### config.mk
export PLATFORM = sky130hd
export DESIGN_NAME = tone_sequencer
export DESIGN_NICKNAME = d
export VERILOG_FILES = /design/src/rtl/tone_sequencer.sv
export SDC_FILE = /design/constraint.sdc
export NUM_CORES = 1
export LEC_CHECK = 0
export CAP_MARGIN = 15
export CORE_MARGIN = 3
export CORE_UTILIZATION = 40
export DETAILED_ROUTE_END_ITERATION = 10
export PLACE_DENSITY = 0.59
export SLEW_MARGIN = 15
export SYNTH_ARGS = -nofsm -noshare
export SYNTH_HDL_FRONTEND = slang
export SYNTH_SLANG_ARGS = --single-unit
### constraint.sdc
create_clock -name clk -period 7.6 [get_ports clk]
set_input_delay 1.14 -clock clk [delete_from_list [all_inputs] [get_ports clk]]
set_output_delay 1.14 -clock clk [all_outputs]
set_load 0.1 [all_outputs]
### src/rtl/tone_sequencer.sv
// Tone sequencer: walks an external note ROM and drives an active-low buzzer with a
// per-note square wave, a per-note duration in beats and a silent gap after each note.
module tone_sequencer #(
    parameter int ADDR_W      = 9,
    parameter int NOTE_W      = 5,
    parameter int DUR_W       = 3,
    parameter int PER_W       = 20,
    parameter int MUSIC_LEN   = 136,
    parameter int BEAT_CYCLES = 12_500_000,
    parameter int GAP_CYCLES  = 1_250_000,
    parameter int DUTY_SHIFT  = 6
) (
    input  logic                    clk,
    input  logic                    rst,
    input  logic                    start,
    input  logic                    stop,
    input  logic                    loop_en,
    output logic [ADDR_W-1:0]       rom_addr,
    input  logic [NOTE_W+DUR_W-1:0] rom_data,
    output logic [NOTE_W-1:0]       note_sel,
    input  logic [PER_W-1:0]        note_period,
    output logic                    buzzer,
    output logic                    busy,
    output logic                    done,
    output logic [ADDR_W-1:0]       step_idx
);

    localparam int BEAT_W = $clog2(BEAT_CYCLES + 1);
    localparam int GAP_W  = $clog2(GAP_CYCLES + 2);
    localparam logic [BEAT_W-1:0] BEAT_LAST = BEAT_W'(BEAT_CYCLES - 1);
    localparam logic [GAP_W-1:0]  GAP_LAST  = GAP_W'((GAP_CYCLES > 0) ? GAP_CYCLES - 1 : 0);
    localparam logic [ADDR_W-1:0] LAST_STEP = ADDR_W'(MUSIC_LEN - 1);

    // state   | meaning
    // IDLE    | silent, waiting for start
    // FETCH_A | ROM registers rom_addr
    // FETCH_B | note and duration latched from rom_data
    // PLAY    | tone for dur beats
    // GAP     | silent gap, then step advance
    typedef enum logic [2:0] {IDLE, FETCH_A, FETCH_B, PLAY, GAP} state_t;

    state_t               state_q, state_d;
    logic [ADDR_W-1:0]    rom_addr_q, rom_addr_d;
    logic [NOTE_W-1:0]    note_sel_q, note_sel_d;
    logic [DUR_W-1:0]     dur_q, dur_d;
    logic [DUR_W-1:0]     dur_cnt_q, dur_cnt_d;
    logic [BEAT_W-1:0]    beat_cnt_q, beat_cnt_d;
    logic [GAP_W-1:0]     gap_cnt_q, gap_cnt_d;
    logic [PER_W-1:0]     hz_cnt_q, hz_cnt_d;
    logic                 buzzer_q, buzzer_d;
    logic                 done_q, done_d;

    logic [PER_W-1:0]     low_time;
    logic [PER_W:0]       hz_next;
    logic [DUR_W-1:0]     rom_dur;
    logic                 tone_on;
    logic                 play_end;
    logic                 gap_end;
    logic                 advance;

    assign low_time = note_period >> DUTY_SHIFT;
    assign hz_next  = {1'b0, hz_cnt_q} + (PER_W+1)'(1);
    assign rom_dur  = rom_data[NOTE_W+DUR_W-1:NOTE_W];
    assign tone_on  = (note_sel_q != '0) && (note_period != '0) && (low_time != '0)
                      && (hz_cnt_q < low_time);
    assign play_end = (beat_cnt_q == BEAT_LAST) && (dur_cnt_q == dur_q - DUR_W'(1));
    assign gap_end  = (gap_cnt_q == GAP_LAST);

    always_comb begin
        state_d    = state_q;
        rom_addr_d = rom_addr_q;
        note_sel_d = note_sel_q;
        dur_d      = dur_q;
        dur_cnt_d  = '0;
        beat_cnt_d = '0;
        gap_cnt_d  = '0;
        hz_cnt_d   = '0;
        buzzer_d   = 1'b1;
        done_d     = 1'b0;
        advance    = 1'b0;

        case (state_q)
            IDLE: begin
                if (start && !stop) state_d = FETCH_A;
            end
            FETCH_A: state_d = FETCH_B;
            FETCH_B: begin
                note_sel_d = rom_data[NOTE_W-1:0];
                dur_d      = (rom_dur == '0) ? DUR_W'(1) : rom_dur;
                state_d    = PLAY;
            end
            PLAY: begin
                buzzer_d = !tone_on;
                hz_cnt_d = (hz_next >= {1'b0, note_period}) ? '0 : hz_next[PER_W-1:0];
                if (beat_cnt_q == BEAT_LAST) begin
                    beat_cnt_d = '0;
                    dur_cnt_d  = dur_cnt_q + DUR_W'(1);
                end else begin
                    beat_cnt_d = beat_cnt_q + BEAT_W'(1);
                    dur_cnt_d  = dur_cnt_q;
                end
                if (play_end) begin
                    beat_cnt_d = '0;
                    dur_cnt_d  = '0;
                    hz_cnt_d   = '0;
                    if (GAP_CYCLES == 0) advance = 1'b1;
                    else                 state_d = GAP;
                end
            end
            GAP: begin
                if (gap_end) advance = 1'b1;
                else         gap_cnt_d = gap_cnt_q + GAP_W'(1);
            end
            default: state_d = IDLE;
        endcase

        if (advance) begin
            if (rom_addr_q < LAST_STEP) begin
                rom_addr_d = rom_addr_q + ADDR_W'(1);
                state_d    = FETCH_A;
            end else if (loop_en) begin
                rom_addr_d = '0;
                state_d    = FETCH_A;
            end else begin
                rom_addr_d = '0;
                done_d     = 1'b1;
                state_d    = IDLE;
            end
        end

        // Abort wins over completion and over anything the step logic decided.
        if (stop && (state_q != IDLE)) begin
            state_d    = IDLE;
            rom_addr_d = '0;
            done_d     = 1'b0;
            buzzer_d   = 1'b1;
            dur_cnt_d  = '0;
            beat_cnt_d = '0;
            gap_cnt_d  = '0;
            hz_cnt_d   = '0;
        end
    end

    always_ff @(posedge clk) begin
        if (rst) begin
            state_q    <= IDLE;
            rom_addr_q <= '0;
            note_sel_q <= '0;
            dur_q      <= '0;
            dur_cnt_q  <= '0;
            beat_cnt_q <= '0;
            gap_cnt_q  <= '0;
            hz_cnt_q   <= '0;
            buzzer_q   <= 1'b1;
            done_q     <= 1'b0;
        end else begin
            state_q    <= state_d;
            rom_addr_q <= rom_addr_d;
            note_sel_q <= note_sel_d;
            dur_q      <= dur_d;
            dur_cnt_q  <= dur_cnt_d;
            beat_cnt_q <= beat_cnt_d;
            gap_cnt_q  <= gap_cnt_d;
            hz_cnt_q   <= hz_cnt_d;
            buzzer_q   <= buzzer_d;
            done_q     <= done_d;
        end
    end

    assign rom_addr = rom_addr_q;
    assign step_idx = rom_addr_q;
    assign note_sel = note_sel_q;
    assign buzzer   = buzzer_q;
    assign busy     = (state_q != IDLE);
    assign done     = done_q;

endmodule

==> flow_metrics.tcl <==
set metrics [dict create \
    grt_use_total 0.180 \
    wl_per_cell_um 14.7 \
    setup_viol 0 \
    syn_avg_cell_area_um2 8.48 \
    worst_slack_ns 4.16 \
    finalSetupTns_ns 0 \
    ys_ff_latch 90 \
    period_minus_slack_ns 3.44 \
    cp.arrival_ns 3.69 \
    synth_edf_count 0 \
    first_pass_iters 4 \
    die_w_um 117 \
    clock-skew-final_ns 0.00950 \
    vias 4138 \
    drt_iter0_markers 190 \
    critical_path_required_ns 7.85 \
    drv_slew 0 \
    ant_nets 0 \
    area_delta_synth_final_pct 19.5 \
    yosys.area.top_type "dfxtp_1" \
    power.leakage_nw 2.18 \
    rsz0062_at_grt "no" \
    clock-sinks 90 \
    period_share 0.453 \
    core-area_um2 11700 \
    synth_cells 579 \
    cts.path.max_buffers 2 \
    worst_slew_pin_slew_ns 1.11 \
    ir_drop_v 0.000121 \
    num_io_pins 59 \
    hold_viol_final 0 \
    pwr_density_cell_nw_per_um2 171 \
    initial_core_util 0.419 \
    fin_area_um2 5870 \
    fmax_ghz 0.291 \
    r2r-start "hz_cnt_q[0]" \
    placed_area_um2 5560 \
    netlist_area_um2 4910 \
    dpl.hpwl_um 8580 \
    routed_wl_um 11400 \
    yosysMostFrequentCell "nor2_1" \
    antennaDiodeCount 0 \
    cp-start-kind "flop" \
    numPortBuffers 58 \
    rrSetupSlack_ns 4.16 \
    hold_start "gap_cnt_q[0]" \
    first_global_vias 4069 \
    ys_seq_area_frac 0.367 \
    synth_cell_types 46 \
    via_per_inst 5.33 \
    clkTransAtPathRegs_ns 0.07 \
    nNetsFinal 701 \
    reg2reg_depth 11 \
    htree_num_levels 3 \
    cts_tree "yes" \
    worstHoldEndpoint "gap_cnt_q[0]" \
    synth.net_count 651 \
    reg2reg_to "hz_cnt_q[14]" \
    routabilityCongestion 0.855 \
    cts-resized-gates 0 \
    synth_flop_cell "dfxtp_1" \
    synthArstFlopShare 0 \
    status "completed" \
    rows 39 \
    hold_depth 1 \
    cts-buffers-inserted 9 \
    synthTopCellsByCount "nor2_1, dfxtp_1, ha_1" \
    pre_cts_slack_ns 4.18 \
    grt_remaining_overflow 0 \
    drive_gt1_frac 0.0300 \
    ctsHoldBuffers 0 \
    crit_type "flop to flop" \
    placed_cells 761 \
    grt_max_degree 24 \
    path_max_fanout 20 \
    maxCapViolCount 0 \
    die_h_um 117 \
    yosys_warnings 0 \
    clk-insertion-delay-late_ns 0.34 \
    antenna_found_initial 0 \
    dieArea_um2 13600 \
    grt_pass1_wl_um 19700 \
    stdcell_count 777 \
    hold_path_class "flop to flop" \
    synth_top_area_frac 0.367 \
    synthTopCellsByArea "dfxtp_1, ha_1, nor2_1" \
    cp-end-kind "flop" \
    relSlewSlack 0.260 \
    post_cts_buffers 0 \
    cts-root-buf "clkbuf_16" \
    drc 0 \
]
-- metal layers --
layer  part of all wire  routed length [um]  GRT usage
met1               0.49                5520      0.246
met2               0.44                5060      0.279
met3              0.050                 572     0.0442
met4              0.020                 230     0.0627
met5                  0                   0          0
-- sequential cells by signal, summed over array words and instances (netlist names) --
name / count
done: 1
dur_cnt_q: 3
rom_addr: 9
gap_cnt_q: 21
buzzer: 1
beat_cnt_q: 24
dur_q: 3
state_q: 3
note_sel: 5
hz_cnt_q: 20
-- through the flow --
stage                     hold slack [ns]  total power [mW]   util
after detailed placement            0.464             0.553  0.475
final                               0.473              1.00  0.501
after global routing                0.495              1.04  0.501
after floorplan                     0.430             0.524      -
after global placement              0.448             0.553  0.475
after CTS                           0.480              1.01  0.501
-- layout make-up --
| class | count | area (um2) |
|---|---|---|
| Clock buffer | 10 | 239 |
| Clock inverter | 6 | 65.1 |
| Fill cell | 1094 | 5850 |
| Inverter | 32 | 120 |
| Multi-Input combinational cell | 437 | 2870 |
| Sequential cell | 90 | 1800 |
| Tap cell | 143 | 179 |
| Timing Repair Buffer | 59 | 588 |
-- critical path, cell delays in order, from the launching register on --
cell and delay [ns]:
dfxtp_1 0.42, ha_1 0.23, nand4_1 0.14, nor3_1 0.62, xor2_1 0.39, ha_1 0.33, nand4_1 0.15, nor4_1 0.07
a2111oi_0 0.35, a31oi_1 0.15, buf_4 0.23, nor4_1 0.26
-- layout by cell type, fill, tap and decap left out, types with 2 or more instances in the layout --
cell type         n
nor3b_1          15
nand4_1          25
and2_1            2
a31oi_1           2
ha_1             39
and3_1            6
nor4b_1           2
nor2b_1           5
nor4_1           19
mux2i_1           7
and4_1            7
xnor2_1          37
nand3b_1          2
inv_1            32
a211oi_1          2
nand3_1          33
a21oi_1          12
nand2b_1          4
or4_1             5
o2111ai_1         3
nand2_1          36
clkbuf_16         9
clkdlybuf4s50_1  58
xor2_1           34
clkinv_2          2
nor2_1           93
nor3_1           21
dfxtp_1          90
o21ai_0           5
a21o_1            6
-- report_power, final --
part	switching [mW]	leakage [nW]	total, mW	internal (mW)
Combinational	0.0364	1.31	0.0658	0.0294
Clock	0.194	0.149	0.458	0.264
Sequential	0.00253	0.725	0.477	0.474
Total	0.232	2.18	1.00	0.768
-- cells by family (layout without fill, tap and decap cells) --
family | count (synthesis) | in the layout | share of synthesized area
AOI/OAI and AO/OA | 40 | 40 | 0.0548
xor gates and xnor gates | 71 | 71 | 0.127
adders and majority gates | 39 | 39 | 0.0994
buffers and inverters | 52 | 107 | 0.0477
DFF | 90 | 90 | 0.367
muxes | 7 | 7 | 0.0143
and+or+nand+nor | 280 | 280 | 0.290
-- worst max-delay path by stage --
| stage | from | endpoint | slack, ns | cells past startpoint |
|---|---|---|---|---|
| 4_1_cts | hz_cnt_q[0] | hz_cnt_q[15] | 4.20 | 11 |
| 3_5_place_dp | rst | gap_cnt_q[12] | 4.18 | 4 |
| 6_report | hz_cnt_q[0] | hz_cnt_q[14] | 4.16 | 11 |
| 5_1_grt | hz_cnt_q[0] | hz_cnt_q[9] | 3.74 | 13 |
| 3_3_place_gp | rst | gap_cnt_q[3] | 4.24 | 4 |
| 2_1_floorplan | hz_cnt_q[0] | hz_cnt_q[14] | 4.65 | 11 |
Power figures use the tool's default switching activity.
